==> config.mk <==
export PLATFORM = sky130hd
export DESIGN_NAME = fp_fflags_commit_flat
export DESIGN_NICKNAME = d
export VERILOG_FILES = /design/src/rtl/fpu_types.sv /design/src/rtl/fp_fflags_commit_if.sv /design/src/rtl/fp_fflags_id_table.sv /design/src/rtl/fp_fflags_commit.sv /design/src/flat_wrapper.sv
export SDC_FILE = /design/constraint.sdc
export NUM_CORES = 1
export LEC_CHECK = 0
export BUFFER_PORTS_ARGS = -buffer_cell sky130_fd_sc_hd__buf_2
export CAP_MARGIN = 20
export CORE_MARGIN = 4
export CORE_UTILIZATION = 55
export DETAILED_ROUTE_END_ITERATION = 8
export PLACE_DENSITY = 0.78
export SLEW_MARGIN = 20
export SYNTH_ARGS = -nofsm -noshare
export SYNTH_HDL_FRONTEND = slang
export SYNTH_SLANG_ARGS = --single-unit
==> constraint.sdc <==
create_clock -name clk -period 3.3 [get_ports clk]
set_clock_uncertainty 0.2 [all_clocks]
set_input_delay 0.66 -clock clk [delete_from_list [all_inputs] [get_ports clk]]
set_output_delay 0.66 -clock clk [all_outputs]
set_load 0.01 [all_outputs]
==> src/rtl/fpu_types.sv <==
// ---------------------------------------------------------------------------
// fpu_types
// Shared FP exception-flag types for the FPU writeback / retire path.
//   FFLAGS_W        : width of an fflags vector {NV,DZ,OF,UF,NX}
//   fflags_t        : one fflags vector
//   FFLAGS_TBL_ID_W : default instruction-ID width of the per-ID flag table
//   fflags_table_t  : flag table at the default depth (2**FFLAGS_TBL_ID_W)
// ---------------------------------------------------------------------------
package fpu_types;

    localparam int FFLAGS_W = 5;

    // Bit positions inside an fflags vector.
    localparam int FFLAG_NV = 4;
    localparam int FFLAG_DZ = 3;
    localparam int FFLAG_OF = 2;
    localparam int FFLAG_UF = 1;
    localparam int FFLAG_NX = 0;

    typedef logic [FFLAGS_W-1:0] fflags_t;

    localparam int FFLAGS_TBL_ID_W = 3;

    typedef fflags_t fflags_table_t [1 << FFLAGS_TBL_ID_W];

endpackage : fpu_types

==> src/rtl/fp_fflags_commit_if.sv <==
// ---------------------------------------------------------------------------
// fp_fflags_commit_if
// Bundles the issue / writeback / retire / CSR strobes that feed the fflags
// commit block, plus the architectural flag outputs it returns.
//
// Strobe semantics: every *_valid / csr_we is a single-cycle strobe that is
// consumed in the cycle it is high. There is no ready signal; the block never
// stalls and never drops a strobe.
//
//   issue_valid/issue_id              : FP op issued, clears its table entry
//   fp_wb_valid/fp_wb_id/fp_wb_fflags : fp-result writeback flags
//   int_wb_valid/int_wb_id/int_wb_fflags : int-result writeback flags
//   retire_valid/retire_id            : per-port retire strobes, IDs packed
//                                       port p at [p*ID_W +: ID_W]
//   csr_we/csr_wdata                  : CSR write of fflags
//   fflags                            : architectural sticky flags
//   fs_dirty                          : one-cycle pulse on new bit / CSR write
//   fflags_next                       : next fflags value (only when
//                                       FP_FFLAGS_BYPASS_EN is defined)
// Modports: master = pipeline/CSR side, slave = fflags commit block.
// ---------------------------------------------------------------------------
interface fp_fflags_commit_if
    import fpu_types::*;
#(
    parameter int ID_W         = 3,
    parameter int RETIRE_PORTS = 2
);
    logic                         issue_valid;
    logic [ID_W-1:0]              issue_id;
    logic                         fp_wb_valid;
    logic [ID_W-1:0]              fp_wb_id;
    fflags_t                      fp_wb_fflags;
    logic                         int_wb_valid;
    logic [ID_W-1:0]              int_wb_id;
    fflags_t                      int_wb_fflags;
    logic [RETIRE_PORTS-1:0]      retire_valid;
    logic [RETIRE_PORTS*ID_W-1:0] retire_id;
    logic                         csr_we;
    fflags_t                      csr_wdata;
    fflags_t                      fflags;
    logic                         fs_dirty;
`ifdef FP_FFLAGS_BYPASS_EN
    fflags_t                      fflags_next;
`endif

    modport master (
        output issue_valid, issue_id,
        output fp_wb_valid, fp_wb_id, fp_wb_fflags,
        output int_wb_valid, int_wb_id, int_wb_fflags,
        output retire_valid, retire_id,
        output csr_we, csr_wdata,
`ifdef FP_FFLAGS_BYPASS_EN
        input  fflags_next,
`endif
        input  fflags, fs_dirty
    );

    modport slave (
        input  issue_valid, issue_id,
        input  fp_wb_valid, fp_wb_id, fp_wb_fflags,
        input  int_wb_valid, int_wb_id, int_wb_fflags,
        input  retire_valid, retire_id,
        input  csr_we, csr_wdata,
`ifdef FP_FFLAGS_BYPASS_EN
        output fflags_next,
`endif
        output fflags, fs_dirty
    );

endinterface : fp_fflags_commit_if

==> src/rtl/fp_fflags_id_table.sv <==
// ---------------------------------------------------------------------------
// fp_fflags_id_table
// Per-instruction-ID exception-flag storage (2**ID_W entries of fflags_t).
// Each cycle an entry is cleared by an issue of its ID, then OR-ed with any
// fp and/or int writeback flags targeting it, so a same-cycle issue and
// writeback leaves the writeback flags. Read ports forward same-cycle
// writeback flags so a retire can land in the writeback cycle.
//
// Ports:
//   clk, rst                 : clock, synchronous active-high reset
//   issue_valid_i/issue_id_i : entry clear
//   fp_wb_*_i, int_wb_*_i    : writeback flag merges
//   rd_id_i                  : packed read IDs, port p at [p*ID_W +: ID_W]
//   rd_flags_o               : forwarded entry value per read port
// ---------------------------------------------------------------------------
module fp_fflags_id_table
    import fpu_types::*;
#(
    parameter int ID_W     = 3,
    parameter int RD_PORTS = 2
) (
    input  logic                     clk,
    input  logic                     rst,
    input  logic                     issue_valid_i,
    input  logic [ID_W-1:0]          issue_id_i,
    input  logic                     fp_wb_valid_i,
    input  logic [ID_W-1:0]          fp_wb_id_i,
    input  fflags_t                  fp_wb_fflags_i,
    input  logic                     int_wb_valid_i,
    input  logic [ID_W-1:0]          int_wb_id_i,
    input  fflags_t                  int_wb_fflags_i,
    input  logic [RD_PORTS*ID_W-1:0] rd_id_i,
    output fflags_t [RD_PORTS-1:0]   rd_flags_o
);

    localparam int DEPTH = 1 << ID_W;

    fflags_t table_q [DEPTH];
    fflags_t table_d [DEPTH];

    always_comb begin
        for (int i = 0; i < DEPTH; i++) begin
            table_d[i] = table_q[i];
            // Clear first so a writeback in the issue cycle survives.
            if (issue_valid_i && (issue_id_i == ID_W'(i))) begin
                table_d[i] = '0;
            end
            if (fp_wb_valid_i && (fp_wb_id_i == ID_W'(i))) begin
                table_d[i] = table_d[i] | fp_wb_fflags_i;
            end
            if (int_wb_valid_i && (int_wb_id_i == ID_W'(i))) begin
                table_d[i] = table_d[i] | int_wb_fflags_i;
            end
        end
    end

    always_ff @(posedge clk) begin
        for (int i = 0; i < DEPTH; i++) begin
            if (rst) begin
                table_q[i] <= '0;
            end else begin
                table_q[i] <= table_d[i];
            end
        end
    end

    // Forwarding uses the stored entry plus this cycle's writebacks; the
    // stored value is not cleared by a same-cycle issue.
    always_comb begin
        for (int p = 0; p < RD_PORTS; p++) begin
            rd_flags_o[p] = table_q[rd_id_i[p*ID_W +: ID_W]];
            if (fp_wb_valid_i && (fp_wb_id_i == rd_id_i[p*ID_W +: ID_W])) begin
                rd_flags_o[p] = rd_flags_o[p] | fp_wb_fflags_i;
            end
            if (int_wb_valid_i && (int_wb_id_i == rd_id_i[p*ID_W +: ID_W])) begin
                rd_flags_o[p] = rd_flags_o[p] | int_wb_fflags_i;
            end
        end
    end

endmodule : fp_fflags_id_table

==> src/rtl/fp_fflags_commit.sv <==
// ---------------------------------------------------------------------------
// fp_fflags_commit
// Buffers FP exception flags per instruction ID and folds them into the
// sticky architectural fflags only at retire, so squashed or speculative FP
// ops never set flags. Owns fflags and accepts CSR writes, which take
// priority over (are ordered after) same-cycle retires.
//
// Optional build macro: FP_FFLAGS_BYPASS_EN adds bus.fflags_next, the
// combinational next value of fflags, for same-cycle CSR reads.
//
// Ports:
//   clk, rst : clock, synchronous active-high reset (clears table and flags)
//   bus      : fp_fflags_commit_if.slave (issue/writeback/retire/CSR strobes
//              in, fflags / fs_dirty [/ fflags_next] out)
// ---------------------------------------------------------------------------
module fp_fflags_commit
    import fpu_types::*;
#(
    parameter int ID_W         = 3,
    parameter int RETIRE_PORTS = 2
) (
    input  logic               clk,
    input  logic               rst,
    fp_fflags_commit_if.slave  bus
);

    fflags_t [RETIRE_PORTS-1:0] rd_flags;
    fflags_t                    ret_flags;
    fflags_t                    fflags_q, fflags_d;
    logic                       dirty_q, dirty_d;

    fp_fflags_id_table #(
        .ID_W     (ID_W),
        .RD_PORTS (RETIRE_PORTS)
    ) u_table (
        .clk             (clk),
        .rst             (rst),
        .issue_valid_i   (bus.issue_valid),
        .issue_id_i      (bus.issue_id),
        .fp_wb_valid_i   (bus.fp_wb_valid),
        .fp_wb_id_i      (bus.fp_wb_id),
        .fp_wb_fflags_i  (bus.fp_wb_fflags),
        .int_wb_valid_i  (bus.int_wb_valid),
        .int_wb_id_i     (bus.int_wb_id),
        .int_wb_fflags_i (bus.int_wb_fflags),
        .rd_id_i         (bus.retire_id),
        .rd_flags_o      (rd_flags)
    );

    // Retire reduction; duplicate IDs across ports simply OR together.
    always_comb begin
        ret_flags = '0;
        for (int p = 0; p < RETIRE_PORTS; p++) begin
            if (bus.retire_valid[p]) begin
                ret_flags = ret_flags | rd_flags[p];
            end
        end
    end

    // CSR write wins: a concurrent retire is ordered before it, so its
    // flags are overwritten.
    always_comb begin
        if (bus.csr_we) begin
            fflags_d = bus.csr_wdata;
            dirty_d  = 1'b1;
        end else begin
            fflags_d = fflags_q | ret_flags;
            dirty_d  = |(ret_flags & ~fflags_q);
        end
    end

    always_ff @(posedge clk) begin
        if (rst) begin
            fflags_q <= '0;
            dirty_q  <= 1'b0;
        end else begin
            fflags_q <= fflags_d;
            dirty_q  <= dirty_d;
        end
    end

    assign bus.fflags   = fflags_q;
    assign bus.fs_dirty = dirty_q;
`ifdef FP_FFLAGS_BYPASS_EN
    assign bus.fflags_next = fflags_d;
`endif

endmodule : fp_fflags_commit

==> src/flat_wrapper.sv <==
// flat-port wrapper written by rule: the top's interface ports become plain ports
module fp_fflags_commit_flat import fpu_types::*;
#(
    parameter int ID_W         = 3,
    parameter int RETIRE_PORTS = 2
)
  (clk, rst, bus_issue_valid, bus_issue_id, bus_fp_wb_valid, bus_fp_wb_id, bus_fp_wb_fflags, bus_int_wb_valid, bus_int_wb_id, bus_int_wb_fflags, bus_retire_valid, bus_retire_id, bus_csr_we, bus_csr_wdata, bus_fflags, bus_fs_dirty);
  fp_fflags_commit_if #(.ID_W(ID_W), .RETIRE_PORTS(RETIRE_PORTS)) bus_i ();
  input  logic clk;
  input  logic rst;
  input wire logic [$bits(bus_i.issue_valid)-1:0] bus_issue_valid;
  input wire logic [$bits(bus_i.issue_id)-1:0] bus_issue_id;
  input wire logic [$bits(bus_i.fp_wb_valid)-1:0] bus_fp_wb_valid;
  input wire logic [$bits(bus_i.fp_wb_id)-1:0] bus_fp_wb_id;
  input wire logic [$bits(bus_i.fp_wb_fflags)-1:0] bus_fp_wb_fflags;
  input wire logic [$bits(bus_i.int_wb_valid)-1:0] bus_int_wb_valid;
  input wire logic [$bits(bus_i.int_wb_id)-1:0] bus_int_wb_id;
  input wire logic [$bits(bus_i.int_wb_fflags)-1:0] bus_int_wb_fflags;
  input wire logic [$bits(bus_i.retire_valid)-1:0] bus_retire_valid;
  input wire logic [$bits(bus_i.retire_id)-1:0] bus_retire_id;
  input wire logic [$bits(bus_i.csr_we)-1:0] bus_csr_we;
  input wire logic [$bits(bus_i.csr_wdata)-1:0] bus_csr_wdata;
  output wire logic [$bits(bus_i.fflags)-1:0] bus_fflags;
  output wire logic [$bits(bus_i.fs_dirty)-1:0] bus_fs_dirty;
  assign bus_i.issue_valid = bus_issue_valid;
  assign bus_i.issue_id = bus_issue_id;
  assign bus_i.fp_wb_valid = bus_fp_wb_valid;
  assign bus_i.fp_wb_id = bus_fp_wb_id;
  assign bus_i.fp_wb_fflags = bus_fp_wb_fflags;
  assign bus_i.int_wb_valid = bus_int_wb_valid;
  assign bus_i.int_wb_id = bus_int_wb_id;
  assign bus_i.int_wb_fflags = bus_int_wb_fflags;
  assign bus_i.retire_valid = bus_retire_valid;
  assign bus_i.retire_id = bus_retire_id;
  assign bus_i.csr_we = bus_csr_we;
  assign bus_i.csr_wdata = bus_csr_wdata;
  assign bus_fflags = bus_i.fflags;
  assign bus_fs_dirty = bus_i.fs_dirty;
  fp_fflags_commit #(.ID_W(ID_W), .RETIRE_PORTS(RETIRE_PORTS)) u_core (.clk(clk), .rst(rst), .bus(bus_i));
endmodule
* Word level (Yosys, flattened, before mapping) *
Memory sizes are Yosys's and may differ from the RTL's.
Cells that the tools add are included.

word-level totals
  output and inout port bits = 6
  word-level logic and storage cells = 135
  memories kept = 1
  memory bits (writable) = 40
  register bits = 6
  input port bits = 38

operators by class
  equality and inequality tests = 25
  bitwise gates (word level) = 32
  mux-type cells = 43
  reductions and logical operators = 32

memory list
  memory                  depth  width  read ports  clocked after Yosys merged registers in  wr ports  line                      source
  u_core.u_table.table_q  8      5      10          0                                        8         fp_fflags_id_table.sv:38  fflags_t table_q [DEPTH];

operator list
  operator                                             number
  two-way mux 5 bit                                    39
  OR 5 bit                                             22
  equality test 3 bit, second input constant           12
  logical AND 1 bit                                    28
  equality test 3 x 2 -> 1 bit, second input constant  6
  equality test 3 bit                                  4
  equality test 3 x 1 -> 1 bit, second input constant  3
  logical NOT 3 bit                                    3
  OR 1 bit                                             8
  AND 5 bit                                            1
  NOT 5 bit                                            1
  OR reduction 5 bit                                   1
  two-way mux 1 bit                                    4

* Depth between registers and ports, before layout *
Gate-level depths: netlist of run 1.

  depth in word-level cells = 11
  mapped depth = 8
  depth with buffers taken out = 6

* Modules after synthesis *
Synthesis of run 1 repeated with hierarchy kept, for this count alone.

unflattened totals
  cell total of the unflattened synthesis = 288
  area, all modules = 2939.1 µm²

modules (own cells, without submodules)
  module              instances  area each (µm²)  cells an instance  seq. area each (µm²)
  fp_fflags_id_table  1          2661.3           256                800.8
  fp_fflags_commit    1          277.8            32                 120.1

* Least setup slack after synthesis of run 1 *
Ideal clock, no wire load.

  path type = in2reg
  start point = input bus_retire_id[2]
  end point = register u_core.dirty_q (netlist: u_core.bus.fs_dirty)
  arrival = 2.067 ns
  slack = 0.901 ns
  stages = 8
  data required time = 2.968 ns
  buffers on the path = 2
  library setup time = 0.132 ns
  path through = buf_2 -> buf_2 -> mux4_1 -> mux2_2 -> a22oi_2 -> nand3_2 -> a21oi_2 -> a31oi_1

on the way
  word-level cells in the longest chain between the ends = 11
  elaborated cells on any way between the ends = 15
  classes of those cells = eq/ne (2); mux (5); bitwise (4); reduce/logical (3); memory (1)

RTL lines
  element                                                                line                                                source
  start: declaration                                                     flat_wrapper.sv:20                                  input wire logic [$bits(bus_i.retire_id)-1:0] bus_retire_id;
  memory read (8 x 5 bit) / equality test 3 bit (equally long branches)  n/a
  OR 5 bit / logical AND 1 bit (equally long branches)                   fp_fflags_id_table.sv:73, fp_fflags_id_table.sv:72
  two-way mux 5 bit                                                      fp_fflags_id_table.sv:72                            if (fp_wb_valid_i && (fp_wb_id_i == rd_id_i[p*ID_W +: ID_W])) begin
  OR 5 bit                                                               fp_fflags_id_table.sv:76                            rd_flags_o[p] = rd_flags_o[p] | int_wb_fflags_i;
  two-way mux 5 bit *                                                    fp_fflags_id_table.sv:75                            if (int_wb_valid_i && (int_wb_id_i == rd_id_i[p*ID_W +: ID_W])) begin
  two-way mux 5 bit *                                                    fp_fflags_commit.sv:54                              if (bus.retire_valid[p]) begin
  OR 5 bit                                                               fp_fflags_commit.sv:55                              ret_flags = ret_flags | rd_flags[p];
  two-way mux 5 bit *                                                    fp_fflags_commit.sv:54
  AND 5 bit *                                                            fp_fflags_commit.sv:68                              dirty_d = |(ret_flags & ~fflags_q);
  OR reduction 5 bit *                                                   fp_fflags_commit.sv:68
  two-way mux 1 bit *                                                    fp_fflags_commit.sv:63                              if (bus.csr_we) begin
  end signal: assignment                                                 fp_fflags_commit.sv:78                              dirty_q <= dirty_d;
  end: declaration                                                       fp_fflags_commit.sv:30                              logic dirty_q, dirty_d;

Every way passes the cells marked *; elsewhere a longest branch is shown, timed or not.
A chain may end at the register's enable or synchronous reset.

* Final worst setup path of run 1 *
  start point = input bus_retire_id[4]
  end point = register u_core.dirty_q (netlist: u_core.bus.fs_dirty)

on the way
  word-level cells in the longest chain between the ends = 10
  elaborated cells on any way between the ends = 14
  classes of those cells = eq/ne (2); mux (4); bitwise (4); reduce/logical (3); memory (1)

RTL lines
  element                                                                line
  memory read (8 x 5 bit) / equality test 3 bit (equally long branches)  n/a
  OR 5 bit / logical AND 1 bit (equally long branches)                   fp_fflags_id_table.sv:73, fp_fflags_id_table.sv:72
  two-way mux 5 bit                                                      fp_fflags_id_table.sv:72
  OR 5 bit                                                               fp_fflags_id_table.sv:76
  two-way mux 5 bit *                                                    fp_fflags_id_table.sv:75
  OR 5 bit *                                                             fp_fflags_commit.sv:55
  two-way mux 5 bit *                                                    fp_fflags_commit.sv:54
  AND 5 bit *                                                            fp_fflags_commit.sv:68
  OR reduction 5 bit *                                                   fp_fflags_commit.sv:68
  two-way mux 1 bit *                                                    fp_fflags_commit.sv:63

Marked as above.

==> results of run 1 <==
## final timing paths
kind	depth (start not counted)	end	slack [ns]	start
hold reg to reg	2	u_core.u_table.table_q[5][3]	0.37	u_core.u_table.table_q[5][3]
setup / recovery	7	u_core.bus.fs_dirty	0.90	bus_retire_id[4]
setup reg to reg	6	u_core.bus.fs_dirty	1.30	u_core.u_table.table_q[4][2]
hold / removal	2	u_core.u_table.table_q[5][3]	0.37	u_core.u_table.table_q[5][3]
## critical path: stages
cell	delay, ns
sky130_fd_sc_hd__buf_2	0.33
sky130_fd_sc_hd__mux4_2	0.55
sky130_fd_sc_hd__mux2_2	0.28
sky130_fd_sc_hd__a21oi_1	0.15
sky130_fd_sc_hd__and3_1	0.20
sky130_fd_sc_hd__o2bb2a_4	0.13
sky130_fd_sc_hd__a31oi_1	0.06
## where the power goes
part / internal (µW) / total (µW) / switching [µW]
clock: 149 / 351 / 202
combinational: 102 / 234 / 132
sequential: 581 / 603 / 22.5
total: 832 / 1190 / 356
## cell type report
type	count	area share (%)
clock buffer	5	2.22
clock inverter	3	0.685
inverter	5	0.605
multi-input combinational	235	56.9
sequential	46	29.7
tap	67	2.70
timing repair buffer	44	7.18
## Yosys cell counts (2+ instances only)
library cell / number
sky130_fd_sc_hd__buf_1: 6
sky130_fd_sc_hd__nor3_1: 12
sky130_fd_sc_hd__xor2_1: 12
sky130_fd_sc_hd__o21ai_0: 10
sky130_fd_sc_hd__nand2b_1: 6
sky130_fd_sc_hd__buf_6: 2
sky130_fd_sc_hd__inv_1: 5
sky130_fd_sc_hd__nor2b_1: 8
sky130_fd_sc_hd__nor2_1: 34
sky130_fd_sc_hd__buf_2: 5
sky130_fd_sc_hd__mux4_1: 4
sky130_fd_sc_hd__mux2_2: 4
sky130_fd_sc_hd__a222oi_1: 20
sky130_fd_sc_hd__nand4_1: 4
sky130_fd_sc_hd__nor4_1: 3
sky130_fd_sc_hd__mux4_2: 14
sky130_fd_sc_hd__a22oi_1: 24
sky130_fd_sc_hd__buf_4: 2
sky130_fd_sc_hd__clkbuf_1: 12
sky130_fd_sc_hd__dfxtp_1: 46
sky130_fd_sc_hd__a21oi_1: 21
sky130_fd_sc_hd__mux2i_1: 4
sky130_fd_sc_hd__nand2_1: 32
sky130_fd_sc_hd__nand3_1: 8
sky130_fd_sc_hd__a2bb2oi_1: 2
## state kept, by name (all words and copies together), names as in the netlist
register / cells
u_core.u_table.table_q: 40
u_core.bus.fflags: 5
u_core.bus.fs_dirty: 1
## stage by stage
| step | util [%] | setup slack [ns] |
|---|---|---|
| 2_1_floorplan | - | 0.901 |
| 3_3_place_gp | 62.1 | 0.612 |
| 3_5_place_dp | 62.1 | 0.590 |
| 4_1_cts | 64.0 | 0.911 |
| 5_1_grt | 64.0 | 0.754 |
| 6_report | 64.0 | 0.896 |
## metal layers
metal,up-vias,wire length (µm),track usage (%)
met3,34,1020,7.11
met2,194,3970,45.1
met1,1281,3220,34.5
met4,0,230,9.63
met5,-,0,0
li1,1241,-,-
## kinds of logic after synthesis
group                     synth area share (%)
and+or+nand+nor                           19.0
AOI/OAI and AO/OA                         21.8
buffers and inverters                     5.25
muxes                                     17.8
DFF                                       32.5
xor gates and xnor gates                  3.71
## cell usage in the layout, fill, tap and decap left out, types with 5 or more instances in the layout
cell type,synthesis,routed
sky130_fd_sc_hd__a22oi_1,24,24
sky130_fd_sc_hd__nor2b_1,8,8
sky130_fd_sc_hd__a21oi_1,21,21
sky130_fd_sc_hd__buf_2,5,43
sky130_fd_sc_hd__nand2_1,32,32
sky130_fd_sc_hd__nor2_1,34,34
sky130_fd_sc_hd__dfxtp_1,46,46
sky130_fd_sc_hd__nand2b_1,6,6
sky130_fd_sc_hd__a222oi_1,20,20
sky130_fd_sc_hd__xor2_1,12,12
sky130_fd_sc_hd__nor3_1,12,12
sky130_fd_sc_hd__inv_1,5,5
sky130_fd_sc_hd__clkbuf_8,0,5
sky130_fd_sc_hd__mux4_2,14,14
sky130_fd_sc_hd__o21ai_0,10,10
sky130_fd_sc_hd__nand3_1,8,8
==> report_table.html, run 1 <==
<table>
<tr><th>Metric</th><th>Value</th></tr>
<tr><th colspan="2">Status</th></tr>
<tr><td>Result of the run</td><td>finished clean</td></tr>
<tr><th colspan="2">Critical path</th></tr>
<tr><td>Kind of critical path</td><td>input port to flop</td></tr>
<tr><td>Required time at the worst-slack endpoint</td><td>between 3 and 4 ns</td></tr>
<tr><td>Top fanout value on the critical path</td><td>12</td></tr>
<tr><td>Worst Setup Start Kind</td><td>input port</td></tr>
<tr><td>Type of destination of the critical path</td><td>flop</td></tr>
<tr><td>Arrival time reported for the critical path endpoint</td><td>2.36 ns</td></tr>
<tr><th colspan="2">Final layout</th></tr>
<tr><td>Area occupied by registers</td><td>roughly 920 µm²</td></tr>
<tr><td>Share of layout cells above drive strength 1</td><td>a little under a quarter</td></tr>
<tr><td>Area of the multi-input gates</td><td>around 0.0018 mm²</td></tr>
<tr><td>Signed area change from the synthesized netlist to the final layout</td><td>9.40%</td></tr>
<tr><td>Area of all placed cells without fillers</td><td>around 0.0031 mm²</td></tr>
<tr><td>Final cell count without fillers</td><td>405</td></tr>
<tr><td>Number of diodes</td><td>0</td></tr>
<tr><td>Filler cell count in the final layout</td><td>~420</td></tr>
<tr><td>Final net count</td><td>375</td></tr>
<tr><th colspan="2">STA</th></tr>
<tr><td>Final hold viol count</td><td>0</td></tr>
<tr><td>Setup TNS Final</td><td>0 ns</td></tr>
<tr><td>Unrepaired setup endpoints after global routing</td><td>no</td></tr>
<tr><td>Relative slew margins</td><td>between 40% and 50%</td></tr>
<tr><td>Final Max Slew Viols</td><td>0</td></tr>
<tr><td>Hold Worst Slack</td><td>about 0.37 ns</td></tr>
<tr><td>Clock period minus final worst setup slack</td><td>roughly 2.4 ns</td></tr>
<tr><td>Final setup violating endpoints</td><td>0</td></tr>
<tr><td>Highest clock frequency the design can meet</td><td>between 400 and 500 MHz</td></tr>
<tr><td>Transition at the pin with the smallest max-transition slack</td><td>0.865 ns</td></tr>
<tr><td>Crit share post-route</td><td>72.8%</td></tr>
<tr><th colspan="2">Clock network</th></tr>
<tr><td>Hold-fix buffer count after cts</td><td>0</td></tr>
<tr><td>Setup Buffers After CTS</td><td>0</td></tr>
<tr><td>Root buf cell</td><td>sky130_fd_sc_hd__clkbuf_8</td></tr>
<tr><td>TritonCTS clock tree</td><td>done</td></tr>
<tr><td>Total number of clock tree sinks</td><td>46</td></tr>
<tr><td>Latest clock arrival within the worst-skew pair</td><td>0.30 ns</td></tr>
<tr><td>Number of buffers created by CTS</td><td>5</td></tr>
<tr><td>H-tree lvl count</td><td>2</td></tr>
<tr><td>Number of buffers on the longest clock path</td><td>2</td></tr>
<tr><td>Number of instances resized during post-cts repair</td><td>0</td></tr>
<tr><td>Clock transition at the register clock pins on the worst setup and hold paths after CTS</td><td>about 0.090 ns</td></tr>
<tr><th colspan="2">Global route</th></tr>
<tr><td>Largest net degree at the start of global routing</td><td>47</td></tr>
<tr><td>Overall Global Routing Usage</td><td>a little over a quarter</td></tr>
<tr><td>Overflow left after global routing</td><td>0</td></tr>
<tr><td>Number of global-route vias before repair</td><td>between 2000 and 3000</td></tr>
<tr><td>Wire length of the first global-routing pass</td><td>13300 µm</td></tr>
<tr><td>Initial antenna violation count</td><td>0</td></tr>
<tr><th colspan="2">Logic synthesis</th></tr>
<tr><td>Cell types with the largest area share after synthesis</td><td>sky130_fd_sc_hd__dfxtp_1 (32%), sky130_fd_sc_hd__mux4_2 (11%), sky130_fd_sc_hd__a222oi_1 (7.1%), sky130_fd_sc_hd__a22oi_1 (6.4%), sky130_fd_sc_hd__nor2_1 (4.5%)</td></tr>
<tr><td>Main synth FF type</td><td>sky130_fd_sc_hd__dfxtp_1</td></tr>
<tr><td>Share of Yosys cell area claimed by the top area cell type</td><td>roughly a third</td></tr>
<tr><td>FFs w/ async S/R, synth</td><td>0%</td></tr>
<tr><td>Total number of yosys warnings</td><td>0</td></tr>
<tr><td>Flip-flop and latch count after synthesis</td><td>46</td></tr>
<tr><td>Post-synth top area cell</td><td>sky130_fd_sc_hd__dfxtp_1</td></tr>
<tr><td>Sequential element share of the synthesized area</td><td>32.5%</td></tr>
<tr><td>Net count after synthesis</td><td>roughly 350</td></tr>
<tr><td>Count of distinct cell types in the synthesized netlist</td><td>38</td></tr>
<tr><td>Synth Cell Area</td><td>around 0.0028 mm²</td></tr>
<tr><td>Post-synthesis area per instance</td><td>~9 µm²</td></tr>
<tr><td>Number of flops mapped to enable cells by yosys</td><td>0</td></tr>
<tr><td>Gate count after technology mapping</td><td>approximately 310</td></tr>
<tr><th colspan="2">Detailed routing</th></tr>
<tr><td>Antenna Nets Post-Route</td><td>0</td></tr>
<tr><td>Vias after detailed routing</td><td>2750</td></tr>
<tr><td>Remaining design rule violation count</td><td>0</td></tr>
<tr><td>Vias per std cell</td><td>about 6.8</td></tr>
<tr><td>Length of the first detailed-routing pass in iterations</td><td>6</td></tr>
<tr><td>Wirelength, routed</td><td>roughly 8400 µm</td></tr>
<tr><td>First-iteration detailed-routing DRC count</td><td>522</td></tr>
<tr><td>Routed wirelength normalized by instance count</td><td>20.9 µm</td></tr>
<tr><th colspan="2">Flow run</th></tr>
<tr><td>Max-capacitance violation count</td><td>0</td></tr>
<tr><th colspan="2">Power</th></tr>
<tr><td>Power density cells</td><td>383 mW/mm²</td></tr>
<tr><td>Total power of the final layout</td><td>~1200 µW</td></tr>
<tr><td>Leakage power of the design</td><td>0.00116 µW</td></tr>
<tr><td>Peak supply drop</td><td>0.279 mV</td></tr>
<tr><th colspan="2">Worst hold path</th></tr>
<tr><td>Worst min-delay path category</td><td>flop to flop</td></tr>
<tr><th colspan="2">Place</th></tr>
<tr><td># port buffers</td><td>43</td></tr>
<tr><td>Placement-stage cell area</td><td>0.00301 mm²</td></tr>
<tr><td>Cell count after placement</td><td>just under 400</td></tr>
<tr><td>GPL Wtd Cong</td><td>approximately 0.97</td></tr>
<tr><td>Half-perimeter wire length after detailed placement</td><td>around 6300 µm</td></tr>
<tr><th colspan="2">Floorplanning</th></tr>
<tr><td>Number of core rows</td><td>25</td></tr>
<tr><td>Die footprint</td><td>~0.0064 mm²</td></tr>
<tr><td>Core Area</td><td>between 0.004 and 0.005 mm²</td></tr>
<tr><td>Chip height</td><td>about 80 µm</td></tr>
<tr><td>Initial Util</td><td>between 50% and 60%</td></tr>
<tr><td>Die X</td><td>about 80 µm</td></tr>
<tr><td>I/O pin total</td><td>44</td></tr>
</table>
Power figures use the tool's default switching activity.
==> inputs of run 2 (changes only) <==
ABC_AREA = 1   (was unset)
CORE_UTILIZATION = 53   (was 55)
PLACE_DENSITY = 0.77   (was 0.78)
clock period = 2 ns   (was 3.3 ns; I/O delays follow)
==> run 2 against run 1 <==
  * Sequential power rose by 65%
  * Clock power up 66%
  * Critical path depth increased by 6
  * First-iteration DRC count decreased by 23%
  * Synthesized area grew 17%
  * Total power up 76%
  * Flip-flop and latch count did not move
  * Register-to-register slack lost 0.83 ns
  * Largest power group unchanged
  * Highest routed layer unchanged
==> report_table.html, run 2 <==
<table>
<tr><th>Metric</th><th>Value</th></tr>
<tr><th colspan="2">Critical path</th></tr>
<tr><td>Minimum setup slack among reg-to-reg paths</td><td>roughly 0.47 ns</td></tr>
<tr><td>CP max stage cell</td><td>sky130_fd_sc_hd__inv_2</td></tr>
<tr><td>Required time at the worst-slack endpoint</td><td>2.01 ns</td></tr>
<tr><td>Worst reg2reg path startpoint</td><td>u_core.u_table.table_q[5][0]</td></tr>
<tr><td>End of the worst register-to-register path</td><td>u_core.bus.fs_dirty</td></tr>
<tr><td>Top fanout value on the critical path</td><td>22</td></tr>
<tr><td>Cell with the most instances on the worst path</td><td>sky130_fd_sc_hd__nand2_1</td></tr>
<tr><td>Worst Setup Start Kind</td><td>input port</td></tr>
<tr><td>Crit path cell chain</td><td>buf_2, inv_2, nand2_1, nand2_1, nor2_2, nand3_1, nand2_1, o21ai_1, nand2_1, nand2_1, nand3_1, nor2_1, nor2_1</td></tr>
<tr><td>Worst-case reg-to-reg path depth</td><td>10</td></tr>
<tr><td>Arrival time reported for the critical path endpoint</td><td>around 1.7 ns</td></tr>
<tr><td>Critical path's largest stage delay</td><td>0.29 ns</td></tr>
<tr><td>Type of destination of the critical path</td><td>flop</td></tr>
<tr><td>Kind of critical path</td><td>input port to flop</td></tr>
<tr><th colspan="2">Logic synthesis</th></tr>
<tr><td>Post-synthesis area per instance</td><td>between 5 and 6 µm²</td></tr>
<tr><td>Net count after synthesis</td><td>640</td></tr>
<tr><td>Most common library cells after synthesis</td><td>sky130_fd_sc_hd__nand2_1 (217), sky130_fd_sc_hd__nand3_1 (84), sky130_fd_sc_hd__inv_1 (81)</td></tr>
<tr><td>Gate count after technology mapping</td><td>602</td></tr>
<tr><td>Flip-flop and latch count after synthesis</td><td>46</td></tr>
<tr><td>Main synth FF type</td><td>sky130_fd_sc_hd__dfxtp_1</td></tr>
<tr><td>Sequential element share of the synthesized area</td><td>between 20 and 30%</td></tr>
<tr><td>Cell types with the largest area share after synthesis</td><td>sky130_fd_sc_hd__dfxtp_1 (28%), sky130_fd_sc_hd__nand2_1 (25%), sky130_fd_sc_hd__nand3_1 (13%), sky130_fd_sc_hd__o21ai_0 (9.6%), sky130_fd_sc_hd__inv_1 (9.2%)</td></tr>
<tr><td>FFs w/ async S/R, synth</td><td>0%</td></tr>
<tr><td>Most frequent cell after synthesis</td><td>sky130_fd_sc_hd__nand2_1</td></tr>
<tr><td>Post-synth top area cell</td><td>sky130_fd_sc_hd__dfxtp_1</td></tr>
<tr><td>Count of distinct cell types in the synthesized netlist</td><td>18</td></tr>
<tr><td>Synth Cell Area</td><td>~0.0033 mm²</td></tr>
<tr><td>Number of flops mapped to enable cells by yosys</td><td>0</td></tr>
<tr><td>Total number of yosys warnings</td><td>0</td></tr>
<tr><td>Share of Yosys cell area claimed by the top area cell type</td><td>27.7%</td></tr>
<tr><th colspan="2">Clock network</th></tr>
<tr><td>H-tree lvl count</td><td>2</td></tr>
<tr><td>Setup Buffers After CTS</td><td>0</td></tr>
<tr><td>Total number of clock tree sinks</td><td>46</td></tr>
<tr><td>Number of buffers created by CTS</td><td>5</td></tr>
<tr><td>Number of buffers on the longest clock path</td><td>2</td></tr>
<tr><td>Hold-fix buffer count after cts</td><td>0</td></tr>
<tr><td>Root buf cell</td><td>sky130_fd_sc_hd__clkbuf_8</td></tr>
<tr><td>Number of instances resized during post-cts repair</td><td>0</td></tr>
<tr><td>Clock transition at the register clock pins on the worst setup and hold paths after CTS</td><td>0.10 ns</td></tr>
<tr><td>Latest clock arrival within the worst-skew pair</td><td>about 0.31 ns</td></tr>
<tr><td>TritonCTS clock tree</td><td>done</td></tr>
<tr><th colspan="2">Floorplanning</th></tr>
<tr><td>Number of core rows</td><td>28</td></tr>
<tr><td>Core Area</td><td>around 0.0060 mm²</td></tr>
<tr><td>Die footprint</td><td>about 0.0076 mm²</td></tr>
<tr><td>I/O pin total</td><td>44</td></tr>
<tr><td>Chip height</td><td>87.1 µm</td></tr>
<tr><td>Die X</td><td>87.1 µm</td></tr>
<tr><td>Initial Util</td><td>a little under three fifths</td></tr>
<tr><th colspan="2">STA</th></tr>
<tr><td>Unrepaired setup endpoints after global routing</td><td>no</td></tr>
<tr><td>Clock period minus final worst setup slack</td><td>~1.7 ns</td></tr>
<tr><td>Final setup violating endpoints</td><td>0</td></tr>
<tr><td>Setup TNS Final</td><td>0 ns</td></tr>
<tr><td>Minimum setup slack in the final design</td><td>about 0.32 ns</td></tr>
<tr><td>Crit share post-route</td><td>84.1%</td></tr>
<tr><td>Transition at the pin with the smallest max-transition slack</td><td>~0.52 ns</td></tr>
<tr><td>Final hold viol count</td><td>0</td></tr>
<tr><td>Relative slew margins</td><td>between 60% and 70%</td></tr>
<tr><td>Highest clock frequency the design can meet</td><td>594 MHz</td></tr>
<tr><td>Final Max Slew Viols</td><td>0</td></tr>
<tr><th colspan="2">Detailed routing</th></tr>
<tr><td>Antenna Nets Post-Route</td><td>0</td></tr>
<tr><td>Vias per std cell</td><td>roughly 5.8</td></tr>
<tr><td>Routed wirelength normalized by instance count</td><td>approximately 17 µm</td></tr>
<tr><td>Remaining design rule violation count</td><td>0</td></tr>
<tr><td>Length of the first detailed-routing pass in iterations</td><td>8</td></tr>
<tr><td>Wirelength, routed</td><td>12200 µm</td></tr>
<tr><td>First-iteration detailed-routing DRC count</td><td>between 400 and 500</td></tr>
<tr><td>Vias after detailed routing</td><td>4143</td></tr>
<tr><th colspan="2">Final layout</th></tr>
<tr><td>Final core occ</td><td>62.1%</td></tr>
<tr><td>Number of flip-flops in the largest register</td><td>40</td></tr>
<tr><td>Register name with the most flops</td><td>u_core.u_table.table_q</td></tr>
<tr><td>Number of diodes</td><td>0</td></tr>
<tr><td>Final net count</td><td>681</td></tr>
<tr><td>Share of layout cells above drive strength 1</td><td>between 10% and 20%</td></tr>
<tr><td>Most frequent cells in the layout</td><td>sky130_fd_sc_hd__nand2_1 (217), sky130_fd_sc_hd__nand3_1 (84), sky130_fd_sc_hd__inv_1 (81)</td></tr>
<tr><td>Most common cell after layout, fill and taps aside</td><td>sky130_fd_sc_hd__nand2_1</td></tr>
<tr><td>Signed area change from the synthesized netlist to the final layout</td><td>12.1%</td></tr>
<tr><th colspan="2">Global route</th></tr>
<tr><td>Overflow left after global routing</td><td>0</td></tr>
<tr><td>Overall Global Routing Usage</td><td>33.2%</td></tr>
<tr><td>Wire length of the first global-routing pass</td><td>roughly 19000 µm</td></tr>
<tr><td>Number of global-route vias before repair</td><td>around 3800</td></tr>
<tr><td>Largest net degree at the start of global routing</td><td>46</td></tr>
<tr><td>Initial antenna violation count</td><td>0</td></tr>
<tr><th colspan="2">Power</th></tr>
<tr><td>Peak supply drop</td><td>roughly 0.38 mV</td></tr>
<tr><td>Power density cells</td><td>roughly 560 mW/mm²</td></tr>
<tr><td>Total power of the final layout</td><td>between 2000 and 2500 µW</td></tr>
<tr><td>Leakage power of the design</td><td>between 0.002 and 0.0025 µW</td></tr>
<tr><th colspan="2">Status</th></tr>
<tr><td>Result of the run</td><td>finished clean</td></tr>
<tr><th colspan="2">Place</th></tr>
<tr><td>Half-perimeter wire length after detailed placement</td><td>approximately 9000 µm</td></tr>
<tr><td># port buffers</td><td>between 40 and 50</td></tr>
<tr><td>GPL Wtd Cong</td><td>between 0.9 and 1</td></tr>
<tr><td>Post-Place Setup Slack</td><td>~0.014 ns</td></tr>
<tr><th colspan="2">Flow run</th></tr>
<tr><td>Max-capacitance violation count</td><td>0</td></tr>
<tr><th colspan="2">Worst hold path</th></tr>
<tr><td>Depth of the worst hold-timing path</td><td>2</td></tr>
<tr><td>Launch instance of the worst min-delay path</td><td>rst</td></tr>
<tr><td>Worst min-delay path category</td><td>input port to flop</td></tr>
<tr><td>End point of the most critical hold path</td><td>u_core.bus.fs_dirty</td></tr>
</table>
==> run 2: cell count changes in the layout (fill, tap and decap cells not counted), sizes merged, moves of 12 or more <==
cell / change
inv: +80
a222oi: -20
nand3: +75
mux4: -18
o21ai: +61
nor2: +25
a22oi: -25
o221ai: +12
a21oi: -22
xor2: -12
nand2: +185
==> run 2: cell families (layout without fill, tap and decap cells) <==
group                  after synthesis  in the layout  share of synthesized area, %
AOI/OAI and AO/OA                   85             85                          14.3
and+or+nand+nor                    364            364                          45.0
DFF                                 46             46                          27.7
buffers and inverters              107            148                          12.9
==> run 2: how the worst max path moves through the flow <==
stage	from	to	slack, ns	depth (start not counted)
detailed placement	bus_retire_id[0]	u_core.bus.fs_dirty	0.01	13
CTS	bus_retire_id[0]	u_core.bus.fs_dirty	0.33	13
global placement	bus_retire_id[0]	u_core.bus.fs_dirty	0.04	13
floorplan	bus_retire_id[5]	u_core.bus.fs_dirty	0.36	13
global route	bus_retire_id[0]	u_core.bus.fs_dirty	0.11	13
finish	bus_retire_id[0]	u_core.bus.fs_dirty	0.32	13
==> run 2: layout make-up <==
cell class	instances	area [µm²]
Sequential cell	46	921
Tap cell	75	93.8
Multi-Input combinational cell	449	1970
Clock buffer	5	68.8
Fill cell	621	2270
Inverter	86	323
Timing Repair Buffer	55	330
Clock inverter	2	15.0
==> run 2: power breakdown <==
group,switching (µW),internal [µW],total (µW)
clock,345,240,584
sequential,33.3,958,992
combinational,350,170,520
==> run 2: routing by layer <==
layer | global-route usage [%] | wire length [µm] | vias up
met5 | 0 | 0 | -
met4 | 13.1 | 499 | 0
met3 | 8.89 | 1570 | 45
met2 | 51.9 | 5170 | 290
met1 | 43.3 | 4970 | 1823
li1 | - | - | 1985
==> run 2: worst max-delay path: cells and delay by family <==
family	cells	cell delay (ns)
AOI/OAI and AO/OA	1	0.11
buffers and inverters	2	0.41
and+or+nand+nor	10	0.75
==> run 2: through the flow <==
stage          instance area, µm²  hold slack, ns  std cells
2_1_floorplan                3320           0.272        602
3_3_place_gp                 3640           0.360        711
3_5_place_dp                 3640           0.378        711
4_1_cts                      3720          0.0692        718
5_1_grt                      3720          0.0662        718
6_report                     3720          0.0672        718
==> inputs of run 3 (changes only) <==
ABC_AREA = 0   (was 1)
CORE_UTILIZATION = 55   (was 53)
PLACE_DENSITY = 0.78   (was 0.77)
clock period = 1.7 ns   (was 2 ns; I/O delays follow)
==> run 3 against run 2 <==
  * The flow now finishes with violations (negative setup slack)
  * Final area fell by 3.3%
  * Clock-buffer cell count up 1
  * First-iteration DRC count grew 49%
  * Sequential power up 19%
  * Total power rose by 17%
  * Routed wire length shrank 22%
  * Clock power up 19%
  * Hold slack gained 0.0095 ns
==> report_table.html, run 3 (synthesized netlist as in run 1, its figures left out) <==
<table>
<tr><th>Metric</th><th>Value</th></tr>
<tr><th colspan="2">Status</th></tr>
<tr><td>Result of the run</td><td>complete, but fails checks</td></tr>
<tr><td>Violations in the final reports</td><td>negative setup slack</td></tr>
<tr><th colspan="2">STA</th></tr>
<tr><td>Crit share post-route</td><td>115%</td></tr>
<tr><td>Relative slew margins</td><td>57.2%</td></tr>
<tr><td>Setup TNS Final</td><td>-0.891 ns</td></tr>
<tr><td>Transition at the pin with the smallest max-transition slack</td><td>between 0.6 and 0.7 ns</td></tr>
<tr><td>Highest clock frequency the design can meet</td><td>512 MHz</td></tr>
<tr><td>Hold Worst Slack</td><td>0.0768 ns</td></tr>
<tr><td>Clock period minus final worst setup slack</td><td>1.95 ns</td></tr>
<tr><td>Final hold viol count</td><td>0</td></tr>
<tr><td>Unrepaired setup endpoints after global routing</td><td>yes</td></tr>
<tr><td>Final setup violating endpoints</td><td>6</td></tr>
<tr><td>Minimum setup slack in the final design</td><td>-0.252 ns</td></tr>
<tr><td>Final Max Slew Viols</td><td>0</td></tr>
<tr><th colspan="2">Flow run</th></tr>
<tr><td>Max-capacitance violation count</td><td>0</td></tr>
<tr><th colspan="2">Global route</th></tr>
<tr><td>Number of global-route vias before repair</td><td>2967</td></tr>
<tr><td>Fraction of met2 tracks used by global routing</td><td>about half</td></tr>
<tr><td>GR Util met1</td><td>roughly two fifths</td></tr>
<tr><td>Initial antenna violation count</td><td>0</td></tr>
<tr><td>Overflow left after global routing</td><td>0</td></tr>
<tr><td>Wire length of the first global-routing pass</td><td>around 15000 µm</td></tr>
<tr><td>Overall Global Routing Usage</td><td>a little under a third</td></tr>
<tr><td>Largest net degree at the start of global routing</td><td>33</td></tr>
<tr><td>Busiest layer in global routing</td><td>met2</td></tr>
<tr><td>Met3 GRT Util</td><td>around a tenth</td></tr>
<tr><th colspan="2">Critical path</th></tr>
<tr><td>CP max stage cell</td><td>sky130_fd_sc_hd__mux4_2</td></tr>
<tr><td>Family with the most delay on the worst path</td><td>multiplexers</td></tr>
<tr><td>End of the worst register-to-register path</td><td>u_core.bus.fs_dirty</td></tr>
<tr><td>Worst reg2reg path startpoint</td><td>u_core.u_table.table_q[5][2]</td></tr>
<tr><td>Type of destination of the critical path</td><td>flop</td></tr>
<tr><td>Minimum setup slack among reg-to-reg paths</td><td>-0.25 ns</td></tr>
<tr><td>Top fanout value on the critical path</td><td>3</td></tr>
<tr><td>Arrival time reported for the critical path endpoint</td><td>slightly below 2 ns</td></tr>
<tr><td>Required time at the worst-slack endpoint</td><td>between 1.5 and 2 ns</td></tr>
<tr><td>Total buffers and inverters traversed by the critical path</td><td>0</td></tr>
<tr><td>Worst-case reg-to-reg path depth</td><td>6</td></tr>
<tr><td>Crit path cell chain</td><td>mux4_2, mux2_4, a22oi_2, nand3_2, a21oi_2, a31oi_1</td></tr>
<tr><td>Critical path's largest stage delay</td><td>~0.46 ns</td></tr>
<tr><td>Worst Setup Start Kind</td><td>flop</td></tr>
<tr><td>Kind of critical path</td><td>flop to flop</td></tr>
<tr><th colspan="2">Floorplanning</th></tr>
<tr><td>Die X</td><td>79.8 µm</td></tr>
<tr><td>Number of core rows</td><td>25</td></tr>
<tr><td>Chip height</td><td>between 70 and 80 µm</td></tr>
<tr><td>I/O pin total</td><td>44</td></tr>
<tr><td>Initial Util</td><td>approximately three fifths</td></tr>
<tr><td>Die footprint</td><td>approximately 0.0064 mm²</td></tr>
<tr><td>Core Area</td><td>about 0.0048 mm²</td></tr>
<tr><th colspan="2">Final layout</th></tr>
<tr><td>Share of layout cells above drive strength 1</td><td>~40%</td></tr>
<tr><td>Number of flip-flops in the largest register</td><td>40</td></tr>
<tr><td>Number of diodes</td><td>0</td></tr>
<tr><td>Most common cell after layout, fill and taps aside</td><td>sky130_fd_sc_hd__buf_4</td></tr>
<tr><td>Area occupied by registers</td><td>roughly 940 µm²</td></tr>
<tr><td>Signed area change from the synthesized netlist to the final layout</td><td>27.0%</td></tr>
<tr><td>Final core occ</td><td>about 74%</td></tr>
<tr><td>Register name with the most flops</td><td>u_core.u_table.table_q</td></tr>
<tr><td>Final net count</td><td>431</td></tr>
<tr><td>Area of the multi-input gates</td><td>between 0.0015 and 0.002 mm²</td></tr>
<tr><td>Filler cell count in the final layout</td><td>357</td></tr>
<tr><td>Final cell count without fillers</td><td>roughly 460</td></tr>
<tr><td>Most frequent cells in the layout</td><td>sky130_fd_sc_hd__buf_4 (56), sky130_fd_sc_hd__buf_2 (42), sky130_fd_sc_hd__nor2_1 (34)</td></tr>
<tr><th colspan="2">Power</th></tr>
<tr><td>Sw Pwr</td><td>between 700 and 800 µW</td></tr>
<tr><td>Power density cells</td><td>678 mW/mm²</td></tr>
<tr><td>Share of power burned in the clock network</td><td>approximately 28%</td></tr>
<tr><td>Part of the total power dissipated in sequential elements</td><td>roughly 48%</td></tr>
<tr><td>Peak supply drop</td><td>between 0.5 and 0.6 mV</td></tr>
<tr><td>Internal power consumption</td><td>approximately 1700 µW</td></tr>
<tr><td>Share of total power consumed by net switching</td><td>30.5%</td></tr>
<tr><td>Comb power frac</td><td>a little under a quarter</td></tr>
<tr><td>Leakage power of the design</td><td>0.00145 µW</td></tr>
<tr><th colspan="2">Place</th></tr>
<tr><td>Post-Place Setup Slack</td><td>-0.523 ns</td></tr>
<tr><td># port buffers</td><td>43</td></tr>
<tr><td>Half-perimeter wire length after detailed placement</td><td>about 7000 µm</td></tr>
<tr><td>GPL Wtd Cong</td><td>approximately 0.96</td></tr>
<tr><td>Cell count after placement</td><td>approximately 450</td></tr>
<tr><th colspan="2">Clock network</th></tr>
<tr><td>Latest clock arrival within the worst-skew pair</td><td>around 0.32 ns</td></tr>
<tr><td>Number of buffers created by CTS</td><td>5</td></tr>
<tr><td>Total number of clock tree sinks</td><td>46</td></tr>
<tr><td>H-tree lvl count</td><td>2</td></tr>
<tr><td>Number of buffers on the longest clock path</td><td>2</td></tr>
<tr><td>TritonCTS clock tree</td><td>done</td></tr>
<tr><td>Clock transition at the register clock pins on the worst setup and hold paths after CTS</td><td>0.09 ns</td></tr>
<tr><td>Root buf cell</td><td>sky130_fd_sc_hd__clkbuf_8</td></tr>
<tr><th colspan="2">Detailed routing</th></tr>
<tr><td>Vias after detailed routing</td><td>just over 3000</td></tr>
<tr><td>Vias per std cell</td><td>around 6.6</td></tr>
<tr><td>Routed wirelength normalized by instance count</td><td>about 21 µm</td></tr>
<tr><td>Remaining design rule violation count</td><td>0</td></tr>
<tr><td>Antenna Nets Post-Route</td><td>0</td></tr>
<tr><td>Wirelength, routed</td><td>approximately 9500 µm</td></tr>
<tr><td>Length of the first detailed-routing pass in iterations</td><td>7</td></tr>
<tr><td>First-iteration detailed-routing DRC count</td><td>between 500 and 600</td></tr>
<tr><th colspan="2">Worst hold path</th></tr>
<tr><td>End point of the most critical hold path</td><td>u_core.bus.fflags[3]</td></tr>
<tr><td>Worst min-delay path category</td><td>input port to flop</td></tr>
<tr><td>Depth of the worst hold-timing path</td><td>3</td></tr>
<tr><td>Launch instance of the worst min-delay path</td><td>bus_csr_wdata[3]</td></tr>
</table>
## run 3: worst max path at each step
stage	startpoint	end	slack (ns)	depth (start not counted)
floorplan	bus_retire_id[1]	u_core.bus.fs_dirty	-0.25	7
global placement	bus_retire_id[4]	u_core.bus.fs_dirty	-0.44	8
detailed placement	bus_retire_id[4]	u_core.bus.fs_dirty	-0.52	8
CTS	u_core.u_table.table_q[6][3]	u_core.bus.fs_dirty	-0.23	6
global route	u_core.u_table.table_q[7][2]	u_core.bus.fs_dirty	-0.33	6
finish	u_core.u_table.table_q[5][2]	u_core.bus.fs_dirty	-0.25	6
## run 3: area by class of cell
class,count,share of cell area [%]
Inverter,5,0.521
Clock inverter,2,0.382
Clock buffer,6,2.02
Sequential cell,46,26.0
Multi-Input combinational cell,235,50.1
Timing Repair Buffer,100,18.6
Tap cell,67,2.33
## run 3: tightest hold or removal path, cell delays in order
cell	delay (ns)
sky130_fd_sc_hd__buf_2	0.10
sky130_fd_sc_hd__inv_1	0.05
sky130_fd_sc_hd__a221oi_1	0.06
## run 3: through the flow
stage / total power (µW) / area [µm²]
finish: 2440 / 3600
global route: 2530 / 3600
CTS: 2420 / 3590
detailed placement: 1740 / 3470
global placement: 1720 / 3470
floorplan: 1520 / 2890
## run 3: per-layer routing
layer,part of all wire [%],wire length (µm)
met1,37,3550
met2,46,4410
met3,12,1170
met4,3.8,361
met5,0,0
## run 3: repair_timing
item	in CTS	in global routing
setup buffers	0	1
endpoints found under the setup margin	6	6
gates resized for setup	19	3
pin swaps	8	1
hold buffers	0	0
## run 3: power groups by stage
stage | Combinational [µW] | Sequential, µW | Clock (µW)
2_1_floorplan | 339 | 1180 | 0
3_5_place_dp | 544 | 1190 | 0
5_1_grt | 614 | 1180 | 742
3_3_place_gp | 527 | 1190 | 0
4_1_cts | 556 | 1170 | 698
6_report | 570 | 1180 | 697
